===== src/rtl/sd_card_cmd_responder.sv =====
// sd_card_cmd_responder
//   Card-side model of the SD CMD line. Deserialises 48-bit host commands,
//   checks framing (and optionally CRC7), tracks the identification-mode card
//   state (idle/ready/ident/stby) and serialises R1/R2/R3/R6 responses.
//
//   Optional feature macro: SD_CMD_CRC_CHECK_EN
//     defined   : a CRC7 mismatch pulses crc_err and the frame is dropped
//     undefined : the received CRC field is ignored, crc_err stays 0
//
// Ports:
//   clk         system clock
//   resetn      synchronous, active-low reset
//   sd_clk_en   one-cycle tick marking an SD clock rising edge
//   cmd_in      CMD line as seen by the card
//   cmd_out     CMD value driven by the card
//   cmd_oe      tristate enable for cmd_out
//   cid         CID[127:8]; CRC7 and trailing bit are generated internally
//   card_state  0=idle, 1=ready, 2=ident, 3=stby
//   app_cmd     set by an accepted CMD55, cleared by the next accepted command
//   cmd_valid   one-cycle pulse when a frame is accepted
//   cmd_index   index of the last accepted frame
//   cmd_arg     argument of the last accepted frame
//   crc_err     one-cycle pulse on CRC7 mismatch
//   illegal     one-cycle pulse on an unsupported or wrong-state command

module sd_card_cmd_responder #(
   parameter logic [15:0] RCA      = 16'hF792,
   parameter logic [30:0] OCR      = 31'h00FF8000,
   parameter int unsigned BUSY_CNT = 1,
   parameter int unsigned NCR      = 2
) (
   input  logic         clk,
   input  logic         resetn,
   input  logic         sd_clk_en,
   input  logic         cmd_in,
   output logic         cmd_out,
   output logic         cmd_oe,
   input  logic [119:0] cid,
   output logic [3:0]   card_state,
   output logic         app_cmd,
   output logic         cmd_valid,
   output logic [5:0]   cmd_index,
   output logic [31:0]  cmd_arg,
   output logic         crc_err,
   output logic         illegal
);

   localparam logic [2:0] RX_IDLE  = 3'd0;
   localparam logic [2:0] RX_BITS  = 3'd1;
   localparam logic [2:0] DECODE   = 3'd2;
   localparam logic [2:0] WAIT_NCR = 3'd3;
   localparam logic [2:0] TX_BITS  = 3'd4;
   localparam logic [2:0] TX_END   = 3'd5;

   localparam logic [3:0] CS_IDLE  = 4'd0;
   localparam logic [3:0] CS_READY = 4'd1;
   localparam logic [3:0] CS_IDENT = 4'd2;
   localparam logic [3:0] CS_STBY  = 4'd3;

   logic [2:0]   state;
   logic [47:0]  rx_sr;
   logic [5:0]   rx_cnt;
   logic [6:0]   rx_crc;
   logic [135:0] tx_sr;
   logic [7:0]   tx_cnt;
   logic [7:0]   tx_len;
   logic [7:0]   crc_lo;
   logic [7:0]   crc_hi;
   logic         tx_gen;
   logic [6:0]   tx_crc;
   logic [6:0]   ncr_cnt;
   logic [7:0]   busy_cnt;

   function automatic logic [6:0] crc7_step(input logic [6:0] c, input logic b);
      logic fb;
      fb = b ^ c[6];
      return {c[5:0], 1'b0} ^ (fb ? 7'h09 : 7'h00);
   endfunction

   logic        f_tx, f_end;
   logic [5:0]  f_idx;
   logic [31:0] f_arg;
   logic [6:0]  f_crc;
   logic        crc_bad;
   logic        frame_unused;

   assign f_tx  = rx_sr[46];
   assign f_end = rx_sr[0];
   assign f_idx = rx_sr[45:40];
   assign f_arg = rx_sr[39:8];
   assign f_crc = rx_sr[7:1];

`ifdef SD_CMD_CRC_CHECK_EN
   assign crc_bad      = (rx_crc != f_crc);
   assign frame_unused = rx_sr[47];
`else
   assign crc_bad      = 1'b0;
   assign frame_unused = ^{rx_sr[47], rx_crc, f_crc};
`endif

   // Next transmitted bit. The CRC field of R1/R6/R2 is held as zeros in
   // tx_sr; inside [crc_hi, crc_hi+6] the running CRC is shifted out instead,
   // and bits in [crc_lo, crc_hi) feed the running CRC as they go out.
   logic [7:0] tx_idx;
   logic       tx_ins;
   logic       tx_bit;
   logic [6:0] tx_crc_nxt;

   always_comb begin
      tx_idx     = (state == WAIT_NCR) ? 8'd0 : tx_cnt + 8'd1;
      tx_ins     = tx_gen && (tx_idx >= crc_hi) && (tx_idx < crc_hi + 8'd7);
      tx_bit     = tx_ins ? tx_crc[6] : tx_sr[135];
      tx_crc_nxt = tx_crc;
      if (tx_ins)
         tx_crc_nxt = {tx_crc[5:0], 1'b0};
      else if (tx_gen && (tx_idx >= crc_lo) && (tx_idx < crc_hi))
         tx_crc_nxt = crc7_step(tx_crc, tx_bit);
   end

   always_ff @(posedge clk) begin
      if (!resetn) begin
         state      <= RX_IDLE;
         cmd_out    <= 1'b1;
         cmd_oe     <= 1'b0;
         card_state <= CS_IDLE;
         app_cmd    <= 1'b0;
         busy_cnt   <= '0;
         cmd_index  <= '0;
         cmd_arg    <= '0;
         cmd_valid  <= 1'b0;
         crc_err    <= 1'b0;
         illegal    <= 1'b0;
         rx_sr      <= '0;
         rx_cnt     <= '0;
         rx_crc     <= '0;
         tx_sr      <= '0;
         tx_cnt     <= '0;
         tx_len     <= 8'd48;
         crc_lo     <= '0;
         crc_hi     <= '0;
         tx_gen     <= 1'b0;
         tx_crc     <= '0;
         ncr_cnt    <= '0;
      end else begin
         cmd_valid <= 1'b0;
         crc_err   <= 1'b0;
         illegal   <= 1'b0;
         // DECODE is a single clk cycle and does not wait for a tick.
         if (state == DECODE) begin
            state <= RX_IDLE;
            if (f_tx && f_end) begin
               if (crc_bad) begin
                  crc_err <= 1'b1;
               end else begin
                  cmd_valid <= 1'b1;
                  cmd_index <= f_idx;
                  cmd_arg   <= f_arg;
                  app_cmd   <= 1'b0;
                  ncr_cnt   <= '0;
                  tx_crc    <= '0;
                  tx_gen    <= 1'b1;
                  crc_lo    <= 8'd0;
                  crc_hi    <= 8'd40;
                  tx_len    <= 8'd48;
                  if (f_idx == 6'd0) begin
                     card_state <= CS_IDLE;
                     busy_cnt   <= '0;
                  end else if (f_idx == 6'd55) begin
                     app_cmd <= 1'b1;
                     tx_sr   <= {2'b00, f_idx, 19'd0, card_state, 3'b000, 1'b1, 5'd0,
                                 8'h01, 88'd0};
                     state   <= WAIT_NCR;
                  end else if (f_idx == 6'd41 && app_cmd && card_state == CS_IDLE) begin
                     tx_gen <= 1'b0;
                     state  <= WAIT_NCR;
                     if (32'(busy_cnt) < BUSY_CNT) begin
                        busy_cnt <= busy_cnt + 8'd1;
                        tx_sr    <= {2'b00, 6'h3F, 1'b0, OCR, 8'hFF, 88'd0};
                     end else begin
                        card_state <= CS_READY;
                        tx_sr      <= {2'b00, 6'h3F, 1'b1, OCR, 8'hFF, 88'd0};
                     end
                  end else if (f_idx == 6'd2 && card_state == CS_READY) begin
                     card_state <= CS_IDENT;
                     tx_sr      <= {2'b00, 6'h3F, cid, 8'h01};
                     crc_lo     <= 8'd8;
                     crc_hi     <= 8'd128;
                     tx_len     <= 8'd136;
                     state      <= WAIT_NCR;
                  end else if (f_idx == 6'd3 &&
                               (card_state == CS_IDENT || card_state == CS_STBY)) begin
                     card_state <= CS_STBY;
                     tx_sr      <= {2'b00, 6'd3, RCA, 16'h0000, 8'h01, 88'd0};
                     state      <= WAIT_NCR;
                  end else begin
                     illegal <= 1'b1;
                  end
               end
            end
         end else if (sd_clk_en) begin
            case (state)
               RX_IDLE: begin
                  if (!cmd_in && !cmd_oe) begin
                     state  <= RX_BITS;
                     rx_cnt <= 6'd1;
                     rx_sr  <= '0;
                     rx_crc <= '0;
                  end
               end
               RX_BITS: begin
                  rx_sr <= {rx_sr[46:0], cmd_in};
                  if (rx_cnt < 6'd40)
                     rx_crc <= crc7_step(rx_crc, cmd_in);
                  if (rx_cnt == 6'd47)
                     state <= DECODE;
                  else
                     rx_cnt <= rx_cnt + 6'd1;
               end
               WAIT_NCR: begin
                  if (ncr_cnt == 7'(NCR)) begin
                     state   <= TX_BITS;
                     cmd_oe  <= 1'b1;
                     cmd_out <= tx_bit;
                     tx_sr   <= tx_sr << 1;
                     tx_crc  <= tx_crc_nxt;
                     tx_cnt  <= tx_idx;
                  end else begin
                     ncr_cnt <= ncr_cnt + 7'd1;
                  end
               end
               TX_BITS: begin
                  if (tx_cnt == tx_len - 8'd1) begin
                     state   <= TX_END;
                     cmd_out <= 1'b1;
                  end else begin
                     cmd_out <= tx_bit;
                     tx_sr   <= tx_sr << 1;
                     tx_crc  <= tx_crc_nxt;
                     tx_cnt  <= tx_idx;
                  end
               end
               TX_END: begin
                  cmd_oe  <= 1'b0;
                  cmd_out <= 1'b1;
                  state   <= RX_IDLE;
               end
               default: state <= RX_IDLE;
            endcase
         end
      end
   end

endmodule


===== config.mk =====
export PLATFORM = sky130hd
export DESIGN_NAME = sd_card_cmd_responder
export DESIGN_NICKNAME = d
export VERILOG_FILES = /design/src/rtl/sd_card_cmd_responder.sv
export SDC_FILE = /design/constraint.sdc
export NUM_CORES = 1
export LEC_CHECK = 0
export CORE_MARGIN = 2
export CORE_UTILIZATION = 37
export DETAILED_ROUTE_END_ITERATION = 7
export REMOVE_ABC_BUFFERS = 1
export SYNTH_ARGS = -nofsm -noshare
export SYNTH_HDL_FRONTEND = slang
export SYNTH_SLANG_ARGS = --single-unit

===== constraint.sdc =====
create_clock -name clk -period 2.65 [get_ports clk]
set_input_delay 0.795 -clock clk [delete_from_list [all_inputs] [get_ports clk]]
set_output_delay 0.795 -clock clk [all_outputs]
set_load 0.05 [all_outputs]

* After elaboration in Yosys (flattened, before gate mapping)
Index checks and enable logic that the tools add are counted.
** Cells by class
- Add/sub/neg operators :: 6
- Multiply operators :: 0
- Divide/modulo/power cells :: 0
- Order comparisons :: 5
- Equal/unequal tests :: 30
- Shift operators :: 0
- Multiplexer cells :: 82
- Bitwise operators :: 5
- Reductions and logical operators :: 40
** Operators with widths (number)
- two-way mux 136 bit :: 10
- one-hot mux 136 bit (2 select lines) :: 1
- two-way mux 128 bit :: 1
- two-way mux 8 bit :: 15
- one-hot mux 47 bit (2 select lines) :: 1
- two-way mux 7 bit :: 11
- two-way mux 47 bit :: 1
- two-way mux 4 bit :: 11
- AND reduction 5 bit :: 6
- equality test 6 bit, second input constant :: 3
- two-way mux 3 bit :: 6
- adder 8 x 1 -> 8 bit, second input constant :: 2
- greater-or-equal comparator 8 bit :: 2
- < comparator 8 bit :: 2
- one-hot mux 8 bit (2 select lines) :: 1
- AND reduction 4 bit :: 4
- inequality test 3 bit, second input constant :: 5
- one-hot mux 7 bit (2 select lines) :: 1
- nonzero test 2 bit :: 7
- equality test 6 x 2 -> 1 bit, second input constant :: 2
- two-way mux 2 bit :: 6
- two-way mux 6 bit :: 2
- inequality test 2 bit, second input constant :: 6
- one-hot mux 3 bit (4 select lines) :: 1
- other kinds (33) :: 61
** Word-level totals
- Register bits after elaboration :: 294
- Latch bits :: 0
- Bits in writable memories :: 0
- Memory bits (read-only) :: 0
- Bits of input ports :: 124
- Output and inout port bits :: 48
- Word-level logic and storage cells :: 188
- Memories kept :: 0

* Depth between registers and ports, before layout
Gate-level depths: netlist (run 1).
- Depth after elaboration :: 15
- Gate-level depth with buffers :: 12
- Depth with buffers taken out :: 11

* Worst setup path before layout (run 1)
Ideal clock, no wire load.
- Path type :: register to register
- Start :: register tx_cnt[2]
- End :: register tx_crc[0]
- Setup time :: 134 ps
- Arrival time :: 2412 ps
- Required time :: 2516 ps
- Slack :: 103 ps
- Cell stages (with the launch flop) :: 12
- Path buffers :: 1
- Period minus slack after synthesis :: 2547 ps
- Cell sequence :: dfxtp_1 > clkbuf_1 > nand3_1 > or3_1 > a21oi_1 > ha_1 > nor2b_1 > nand4_1 > nand4b_1 > nor2_1 > o211ai_2 > mux2i_1
** Between the ends
- Cells in the longest elaborated chain, start to end :: 15
- Elaborated cells on any way between the ends :: 24
- Those cells by class :: add/sub (1); order compare (4); eq/ne (2); mux (10); bitwise (2); reduce/logical (5)
** RTL lines
- from (decl) :: line 65 : logic [7:0] tx_cnt;
- from (signal assigned) :: line 226 : tx_cnt <= tx_idx;
- from (signal assigned) :: line 239 : tx_cnt <= tx_idx;
- adder 8 x 1 -> 8 bit (*) :: line 110 : tx_idx = (state == WAIT_NCR) ? 8'd0 : tx_cnt + 8'd1;
- two-way mux 8 bit (*) :: line 110
- net tx_idx[7] :: line 104 : logic [7:0] tx_idx;
- greater-or-equal comparator 8 bit :: line 111 : tx_ins = tx_gen && (tx_idx >= crc_hi) && (tx_idx < crc_hi + 8'd7);
- logical AND 1 bit (2 in a row) :: line 111
- two-way mux 1 bit :: line 112 : tx_bit = tx_ins ? tx_crc[6] : tx_sr[135];
- bitwise XOR 1 bit :: line 76 : fb = b ^ c[6];
- two-way mux 4 bit :: line 77 : return {c[5:0], 1'b0} ^ (fb ? 7'h09 : 7'h00);
- bitwise XOR 7 x 4 -> 7 bit :: line 77
- two-way mux 7 bit :: line 116 : else if (tx_gen && (tx_idx >= crc_lo) && (tx_idx < crc_hi))
- two-way mux 7 bit (*) :: line 114 : if (tx_ins)
- two-way mux 7 bit (on tied branches) :: line 232, 220
- one-hot mux 7 bit (2 select lines) (*) :: line 201 : case (state)
- two-way mux 7 bit (*) :: line 200 : end else if (sd_clk_en) begin
- two-way mux 7 bit (*) :: line 149 : if (state == DECODE) begin
- to (signal assigned) :: line 225 : tx_crc <= tx_crc_nxt;
- to (signal assigned) :: line 238 : tx_crc <= tx_crc_nxt;
- to (decl) :: line 70 : logic [6:0] tx_crc;
The timed path passes the listed nets; every way through them passes the cells marked *. The select of a mux whose other input is x is not followed.
A chain may end at the register's enable or synchronous reset.

* Final worst setup path (run 1)
- Start :: register app_cmd
- End :: output port app_cmd
** RTL lines
- from (decl) :: line 40 : output logic app_cmd,
- from (signal assigned) :: line 126 : app_cmd <= 1'b0;
- from (signal assigned) :: line 158 : app_cmd <= 1'b0;
- from (signal assigned) :: line 169 : app_cmd <= 1'b1;
No word-level cell between the ends.

==> flow_summary.ini, run 1 <==
[status]
outcome = finished clean

[cts]
worst_setup_hold_path_clk_slew_ns = 0.06
clk_latency_ns = 0.57
clock_sinks = 271
clock_tree.root_cell = clkbuf_16
cts_htree_levels = 1
cts_made_buffers = 30
cts_tree = built
clk_path_buf_depth = 3
cts_hold_buf = 0

[logic_synthesis]
synth_edf_count = 0
synthesis.instances = 1377
synth.largest_area_cell = dfxtp_1
synth.top_cells.by_area = dfxtp_1 46%, a21oi_1 8.9%, a22oi_1 8.7%
synth_top_area_frac = 0.459
mappedNetlistArea_um2 = 11800
yosysSeqAreaShare = 0.459
ys.flop_type = dfxtp_1
synthArstFlopShare = 0
syn_warnings = 0
synth.avg_cell_area_um2 = 8.59
synth_seq_cells = 271
ys_types = 68

[drt]
detailroute.wirelength.met2_um = 15800
routed_wire_length_um = 33800
drcViolationCount = 0
number_of_drc_markers_in_iteration_0 = 748
route.detailed.vias_per_inst = 5.59
routedWlPerCell_um = 17.3
drtAntennaViolNets = 0
met1_length_um = 15600
route.vias.total = 10908
wl_met3_um = 1640
top_layer_reached_by_signal_wires = met4
first_pass_iters = 8

[floorplanning]
core_area_um2 = 31500
fp.dieW_um = 183
pin_count = 172
row_count = 65
initial_core_util = 0.376
dieArea_um2 = 33400
chipHeight_um = 183

[flow_run]
timing.max_cap.violations = 0

[global_route]
globalRouteOverflowTotal = 0
grt_first_pass_wirelength_um = 53400
groute.usage.overall = 0.192
number_of_global_route_vias_before_repair = 10208
number_of_antenna_violations_at_the_first_check_in_global_routing = 5
largest_net_degree_at_the_start_of_global_routing = 66

[sta]
final_count_of_hold_timing_violations = 0
setup_tns_ns = 0
fmax_mhz = 388
finalCritPeriodShare = 0.973
slew-limit-headroom = 0.608
slew_at_the_pin_closest_to_its_max_slew_limit_ns = 0.585
shortest_clock_period_the_worst_path_allows_after_layout_ns = 2.58
drv_slew = 0
maximum_clock_skew_at_final_layout_ns = 0.0191
setup_violations = 0

[setup_path]
worst_ep_required_time_ns = 1.86
worst_r2r_path_depth = 10
critical_path.slowest_cell = clkdlybuf4s50_1
critical_path.startpoint_type = flop
worstPathCellList = clkdlybuf4s50_1
timing_startpoint_of_the_critical_path = app_cmd$_SDFFE_PN0P_
crit_path_max_fanout = 3
reg2reg_slack_ns = 0.10
critical_path.endpoint_type = primary output
setup.worst_path.class = reg -> out
crit_family = buffers and inverters
critical_path_buf_inv_count = 1
cp_num_cells = 1
worst_ep_arrival_time_ns = 1.78
worst_r2r_endpoint = tx_crc[0]$_SDFFE_PN0P_
timing.rr.start = tx_cnt[0]$_SDFFE_PN0P_
slowest_delay_ns = 0.86

[power]
max-vdd-ir-drop_uv = 482
power_density_nw_per_um2 = 654
total_power_uw = 10100
power.leakage_uw = 0.00519

[worst_hold_path]
hp-start = cmd_arg[25]$_SDFFE_PN0P_
min_delay_worst_endpoint = cmd_arg[25]$_SDFFE_PN0P_
hold_depth = 2
hp-class = reg -> reg

[finish]
design.final.nets = 1663
area_growth_syn_to_layout_pct = 31.2
post_route_cells_drive_above_1_share = 0.111

[place]
globalplace.congestion = 0.865
dp.final_hpwl_um = 21700
buffer_ports.inserted = 168
-- through the flow --
step	area, um^2	std cells	setup slack (ns)	util	hold slack, ns
2_1_floorplan	11200	1239	-5.22	-	0.430
3_3_place_gp	14300	1891	-0.0420	0.455	0.439
3_5_place_dp	14300	1891	-0.0600	0.455	0.443
4_1_cts	15400	1943	0.0295	0.489	0.453
5_1_grt	15500	1951	-0.0113	0.493	0.471
6_report	15500	1951	0.0723	0.493	0.450
-- registers in the layout, indices dropped and copies added (netlist names), 2 cells and up --
| name | flops |
|---|---|
| cmd_index | 6 |
| card_state | 2 |
| tx_sr | 136 |
| cmd_arg | 32 |
| rx_sr | 47 |
| tx_len | 2 |
| busy_cnt | 8 |
| state | 3 |
| tx_cnt | 8 |
| tx_crc | 7 |
| ncr_cnt | 7 |
| rx_cnt | 6 |
-- power breakdown --
part / internal [uW] / switching [uW] / total (uW)
Combinational: 606 / 788 / 1390
Sequential: 4240 / 92.1 / 4330
Clock: 2710 / 1700 / 4410
Total: 7560 / 2580 / 10100
-- cell usage after synthesis, drive strengths merged, types with 3 or more instances --
master   number
a2111o        6
a211oi       96
a21oi       210
a22oi       137
a31oi         4
and2          9
and3          6
buf          39
clkbuf      101
dfxtp       271
ha           14
inv          14
mux2i         9
nand2       149
nand2b        5
nand3        17
nand4         7
nand4b        3
nor2         84
nor2b         4
nor3         18
nor3b         3
nor4          6
nor4b         3
o2111ai      22
o211a         9
o21a          5
o21ai        54
o31ai         3
or2           3
or3           7
or4           5
xnor2         8
xor2         10
-- worst max-delay path by stage --
stage                              end  slack, ns
2_1_floorplan  tx_sr[123]$_SDFFE_PN0P_      -5.22
3_3_place_gp    tx_crc[3]$_SDFFE_PN0P_      -0.04
3_5_place_dp    tx_crc[3]$_SDFFE_PN0P_      -0.06
4_1_cts         tx_crc[3]$_SDFFE_PN0P_       0.03
5_1_grt         tx_crc[0]$_SDFFE_PN0P_      -0.01
6_report                       app_cmd       0.07
-- layout make-up --
cell class	count	area (um^2)
Sequential cell	271	5430
Clock buffer	39	845
Antenna cell	4	10.0
Tap cell	402	503
Clock inverter	13	201
Inverter	14	57.6
Multi-Input combinational cell	954	5920
Fill cell	2988	16000
Timing Repair Buffer	254	2550
-- repair_timing --
item                                    CTS  global route
pin swaps                                 0             8
endpoints found under the setup margin   10            23
resized for setup                         8            14
cloned                                    0             0
setup buffers                             0             4
-- layout by cell type (no fill, tap or decap), types with 4 or more instances in the layout --
cell,n
xor2_1,10
nand3_1,15
nor2_1,80
ha_1,12
nand2_1,148
nand2b_1,5
a2111o_1,6
and2_1,9
o21a_1,5
inv_1,12
o21ai_0,52
bufinv_16,5
o211a_1,9
or4_1,5
diode_2,4
clkbuf_16,30
a211oi_1,96
or3_1,5
buf_4,68
clkdlybuf4s50_1,165
nor3_1,14
mux2i_1,9
xnor2_1,8
a22oi_1,137
and3_1,6
nor4_1,6
buf_12,18
clkinv_2,7
dfxtp_1,270
nand4_1,7
o2111ai_1,22
clkbuf_8,6
a21oi_1,208
nor2b_1,4
-- metal layers --
metal / global-route usage / vias to the layer above
met5: 0 / -
met4: 0.0558 / 0
met2: 0.309 / 246
li1: - / 5387
met3: 0.0346 / 54
met1: 0.263 / 5221
-- kinds of logic after synthesis --
logic type | after synthesis | share of synthesized area
compound gates | 573 | 0.318
simple gates | 337 | 0.132
flops | 271 | 0.459
buf+inv | 154 | 0.0544
xor+xnor | 18 | 0.0133
fa+ha+maj | 14 | 0.0148
mux | 9 | 0.00762
other cells | 1 | 0.000317
No activity file was read; power rests on OpenSTA's default activity.
==> run 2: changes to the inputs <==
Settings changed: CORE_ASPECT_RATIO set to 0.75, PLACE_DENSITY_LB_ADDON set to 0.3.
==> run 2 against run 1 <==
  * The run now ends with setup timing left
  * Largest power group unchanged
  * Global-route usage rose by 0.19 points
  * Clock power rose by 6.8%
  * Hold slack got worse by 0.0044 ns
  * Critical endpoint is now tx_crc[3]$_SDFFE_PN0P_
  * Cell area grew 1.3%
  * Via count is 1.4% higher
==> flow_summary.ini, run 2 (synthesis gave the netlist of run 1 again) <==
[finish]
design.final.nets = 1667
area_growth_syn_to_layout_pct = 32.8
biggestRegsByFlops = tx_sr x136, rx_sr x47, cmd_arg x32
register_containing_the_most_flip_flops_in_the_final_layout = tx_sr
post_route_cells_drive_above_1_share = 0.121
multi_input_comb_area_um2 = 5960
register_area_um2 = 5430
layout.filler_cells = 2941
largest_register_ff_count = 136
layout.cells.most_common = dfxtp_1
mostFrequentLayoutCells = 266 x dfxtp_1, 209 x a21oi_1, 165 x clkdlybuf4s50_1, 148 x nand2_1, 137 x a22oi_1
postLayoutCoreUtil = 0.500

[global_route]
largest_net_degree_at_the_start_of_global_routing = 65
number_of_global_route_vias_before_repair = 10142
groute.usage.overall = 0.194
number_of_antenna_violations_at_the_first_check_in_global_routing = 2
grt_first_pass_wirelength_um = 54100
globalRouteOverflowTotal = 0

[drt]
drtAntennaViolNets = 0
routedWlPerCell_um = 17.5
first_pass_iters = 6
drcViolationCount = 0
routed_wire_length_um = 34300
route.detailed.vias_per_inst = 5.64
route.vias.total = 11057
number_of_drc_markers_in_iteration_0 = 860

[sta]
final_count_of_hold_timing_violations = 0
finalCritPeriodShare = 1.00
drv_slew = 0
fmax_mhz = 377
setup_violations = 1
maximum_clock_skew_at_final_layout_ns = 0.0329
grt_setup_unrepaired = yes
shortest_clock_period_the_worst_path_allows_after_layout_ns = 2.65
setup_tns_ns = -0.000802
finalWorstSetupSlack_ns = -0.000802
slew-limit-headroom = 0.615
slew_at_the_pin_closest_to_its_max_slew_limit_ns = 0.578

[status]
failed_checks = setup timing
outcome = complete, but fails checks

[cts]
cts_tree = built
worst_setup_hold_path_clk_slew_ns = 0.06
cts_htree_levels = 1
cts_made_buffers = 30
clk_latency_ns = 0.57
clock_tree.root_cell = clkbuf_16
clk_path_buf_depth = 3
clock_sinks = 271

[floorplanning]
fp.dieW_um = 210
chipHeight_um = 159
pin_count = 172
initial_core_util = 0.377
dieArea_um2 = 33400
core_area_um2 = 31400
row_count = 56

[worst_hold_path]
hp-class = reg -> reg

[setup_path]
worst_ep_required_time_ns = 3.10
critical_path.endpoint_type = flop
worst_ep_arrival_time_ns = 3.10
critical_path.startpoint_type = flop
setup.worst_path.class = reg -> reg
crit_path_max_fanout = 4

[place]
dp.final_hpwl_um = 22400
place_worst_setup_slack_ns = -0.127
buffer_ports.inserted = 168
globalplace.congestion = 0.849

[power]
max-vdd-ir-drop_uv = 568
power_density_nw_per_um2 = 663
total_power_uw = 10400
power.leakage_uw = 0.00526

[flow_run]
timing.max_cap.violations = 0
==> run 2: changes by cell type in the layout (fill, tap and decap cells not counted), moves of 2 or more <==
| cell | change |
|---|---|
| o21ai_2 | +2 |
| nor4_2 | +2 |
| nor4_1 | -2 |
| buf_12 | +2 |
| dfxtp_2 | +4 |
| clkinv_2 | -2 |
| dfxtp_1 | -4 |
| bufinv_16 | +2 |
==> run 2: power breakdown <==
group | switching [uW] | internal [uW] | total (uW) | leakage, uW
Sequential | 91.4 | 4240 | 4330 | 0.00219
Combinational | 784 | 593 | 1380 | 0.00251
Clock | 1770 | 2940 | 4710 | 0.000558
Total | 2640 | 7770 | 10400 | 0.00526
==> run 2: metrics by stage <==
stage | instance area, um^2 | hold WS (ns) | cells
3_3_place_gp | 14400 | 0.439 | 1898
3_5_place_dp | 14400 | 0.444 | 1898
6_report | 15700 | 0.445 | 1962
2_1_floorplan | 11200 | 0.430 | 1239
5_1_grt | 15700 | 0.472 | 1959
4_1_cts | 15500 | 0.442 | 1954
==> run 2: final cells by class <==
type                            instances  share of cell area
Sequential cell                       271               0.346
Multi-Input combinational cell        954               0.380
Inverter                               14             0.00366
Antenna cell                            3            0.000478
Clock inverter                         16              0.0182
Timing Repair Buffer                  258               0.166
Clock buffer                           40              0.0540
Tap cell                              406              0.0323
==> run 2: critical path, stage by stage, from the launching register on <==
cell and delay [ns]:
dfxtp_1 0.38, nand3_2 0.12, or3_4 0.39, a21oi_4 0.18, ha_4 0.24, nor2b_4 0.12, nand4_1 0.07, nand4b_1 0.19
o41ai_4 0.45, buf_4 0.18, xor2_1 0.14, o2bb2ai_1 0.07
==> run 2: layer usage <==
| metal | up-vias | routed length (um) | global-route usage |
|---|---|---|---|
| li1 | 5402 | - | - |
| met1 | 5326 | 16400 | 0.279 |
| met2 | 262 | 15200 | 0.293 |
| met3 | 65 | 1650 | 0.0350 |
| met4 | 2 | 1030 | 0.0605 |
| met5 | - | 13 | 0 |
==> run 2: final timing paths <==
kind	from	to	slack, ns	depth (start not counted)
max reg2reg	tx_cnt[4]$_SDFFE_PN0P_	tx_crc[3]$_SDFFE_PN0P_	-0.0008	11
min reg2reg	tx_crc[1]$_SDFFE_PN0P_	tx_crc[2]$_SDFFE_PN0P_	0.45	2
max	tx_cnt[4]$_SDFFE_PN0P_	tx_crc[3]$_SDFFE_PN0P_	-0.0008	11
min	tx_crc[1]$_SDFFE_PN0P_	tx_crc[2]$_SDFFE_PN0P_	0.45	2
==> run 2: timing repair <==
action / 4_1_cts / 5_1_grt
hold buffers: 0 / 0
pin swaps: 0 / 13
resized for setup: 5 / 31
setup buffers: 0 / 5
endpoints found under the setup margin: 6 / 126
==> run 3: changes to the inputs <==
Settings changed: PLACE_DENSITY set to 0.65, PLACE_DENSITY_LB_ADDON 0.3 to not set.
==> run 3 against run 2 <==
  * The run now ends clean
  * Combinational power barely moved
  * Global-route usage fell by 0.096 points
  * Clock skew fell by 0.021 ns
  * Critical path type unchanged
  * Sequential share of layout area rose by 0.75 points
  * Cell area fell by 2.1%
  * Critical endpoint unchanged
  * Utilization fell by 1.1 points
  * First-iteration DRC count fell by 7.2%
  * Via count fell by 1.4%
  * Fmax rose by 1.4%
  * Clock power fell by 17%
==> flow_summary.ini, run 3 (synthesis gave the netlist of run 1 again) <==
[global_route]
groute.usage.overall = 0.193
largest_net_degree_at_the_start_of_global_routing = 75
number_of_global_route_vias_before_repair = 10264
globalRouteOverflowTotal = 0
number_of_antenna_violations_at_the_first_check_in_global_routing = 3
grt_first_pass_wirelength_um = 54200

[finish]
register_containing_the_most_flip_flops_in_the_final_layout = tx_sr
biggestRegsByFlops = tx_sr x136, rx_sr x47, cmd_arg x32
largest_register_ff_count = 136
layout.cells.most_common = dfxtp_1
design.final.nets = 1661
area_growth_syn_to_layout_pct = 30.0
mostFrequentLayoutCells = 267 x dfxtp_1, 208 x a21oi_1, 166 x clkdlybuf4s50_1, 149 x nand2_1, 137 x a22oi_1
postLayoutCoreUtil = 0.490
post_route_cells_drive_above_1_share = 0.108

[status]
outcome = finished clean

[sta]
slew_at_the_pin_closest_to_its_max_slew_limit_ns = 0.593
slew-limit-headroom = 0.602
finalCritPeriodShare = 0.987
grt_setup_unrepaired = yes
fmax_mhz = 382
maximum_clock_skew_at_final_layout_ns = 0.0120
final_count_of_hold_timing_violations = 0
shortest_clock_period_the_worst_path_allows_after_layout_ns = 2.61
setup_violations = 0
drv_slew = 0
finalWorstSetupSlack_ns = 0.0356

[floorplanning]
chipHeight_um = 159
row_count = 56
initial_core_util = 0.377
fp.dieW_um = 210
core_area_um2 = 31400
pin_count = 172
dieArea_um2 = 33400

[place]
place_worst_setup_slack_ns = -0.0566
buffer_ports.inserted = 168
dp.final_hpwl_um = 21700
globalplace.congestion = 0.885

[power]
power_density_nw_per_um2 = 626
power.share.switching = 0.263
net-switching-power_uw = 2530
combinational_fraction_of_design_power = 0.143
total_power_uw = 9630
power.leakage_uw = 0.00514
p_clk_frac = 0.407
cellInternalPower_uw = 7100
power.share.sequential = 0.450
max-vdd-ir-drop_uv = 465

[drt]
route.vias.total = 10903
routed_wire_length_um = 33600
route.detailed.vias_per_inst = 5.59
drtAntennaViolNets = 0
drcViolationCount = 0
first_pass_iters = 5
number_of_drc_markers_in_iteration_0 = 798
routedWlPerCell_um = 17.2

[cts]
cts_tree = built
worst_setup_hold_path_clk_slew_ns = 0.06
clk_path_buf_depth = 3
clock_sinks = 271
clock_tree.root_cell = clkbuf_16
clk_latency_ns = 0.55
cts_made_buffers = 29
cts_htree_levels = 1

[setup_path]
critical_path.startpoint_type = flop
crit_path_max_fanout = 4
worst_ep_required_time_ns = 3.13
critical_path.endpoint_type = flop
worst_ep_arrival_time_ns = 3.09
setup.worst_path.class = reg -> reg

[worst_hold_path]
hp-class = reg -> reg

[flow_run]
timing.max_cap.violations = 0
==> run 3: final timing paths <==
| check | depth (start not counted) | to | slack, ns | from |
|---|---|---|---|---|
| setup / recovery | 12 | tx_crc[3]$_SDFFE_PN0P_ | 0.04 | tx_cnt[1]$_SDFFE_PN0P_ |
| hold / removal | 2 | cmd_arg[18]$_SDFFE_PN0P_ | 0.45 | cmd_arg[18]$_SDFFE_PN0P_ |
| setup reg to reg | 12 | tx_crc[3]$_SDFFE_PN0P_ | 0.04 | tx_cnt[1]$_SDFFE_PN0P_ |
| hold reg to reg | 2 | cmd_arg[18]$_SDFFE_PN0P_ | 0.45 | cmd_arg[18]$_SDFFE_PN0P_ |
==> run 3: layout make-up <==
| type | count | area, um^2 |
|---|---|---|
| fillers | 2929 | 16000 |
| multi-input cells | 954 | 5890 |
| flip-flops and latches | 271 | 5430 |
| repair buffers | 253 | 2570 |
| clock buffers | 41 | 831 |
| well taps | 406 | 508 |
| clock inverters | 11 | 82.6 |
| inverters | 14 | 57.6 |
| diodes | 1 | 2.50 |
==> run 3: critical path, cell delays in order (launching register included) <==
cell       delay [ns]
dfxtp_2          0.34
nand4_1          0.14
or3_1            0.38
a21oi_2          0.22
ha_4             0.25
nor2b_4          0.12
nand4_1          0.08
nand4b_1         0.18
buf_4            0.19
nor2_2           0.17
buf_4            0.15
o2111ai_1        0.16
o2bb2ai_2        0.18
==> run 3: power by group through the flow <==
| stage | Sequential (uW) | Clock, uW | Combinational, uW |
|---|---|---|---|
| 2_1_floorplan | 4400 | 0 | 714 |
| 4_1_cts | 4330 | 4000 | 1370 |
| 3_5_place_dp | 4410 | 0 | 1370 |
| 6_report | 4330 | 3920 | 1380 |
| 5_1_grt | 4350 | 4150 | 1510 |
| 3_3_place_gp | 4410 | 0 | 1350 |
==> run 3: layer usage <==
| metal | up-vias | part of all wire | global-route usage |
|---|---|---|---|
| li1 | 5386 | - | - |
| met1 | 5217 | 0.48 | 0.275 |
| met2 | 246 | 0.45 | 0.303 |
| met3 | 50 | 0.052 | 0.0338 |
| met4 | 4 | 0.022 | 0.0445 |
| met5 | - | 0.00080 | 0 |
==> run 3: per-stage QoR <==
stage / setup TNS [ns] / hold slack, ns / area [um^2] / std cells
floorplan: -858.17 / 0.430 / 11200 / 1239
detailed placement: -0.665 / 0.443 / 14300 / 1894
finish: 0 / 0.452 / 15400 / 1951
CTS: 0 / 0.455 / 15300 / 1946
global route: -0.651 / 0.474 / 15400 / 1950
global placement: -0.115 / 0.438 / 14300 / 1894
==> run 3: repair_timing <==
item	4_1_cts	5_1_grt
setup endpoints to repair	3	9
buffers inserted	0	4
resized for setup	3	14
gates cloned	0	0
hold buffers	0	0
pin swaps	0	10
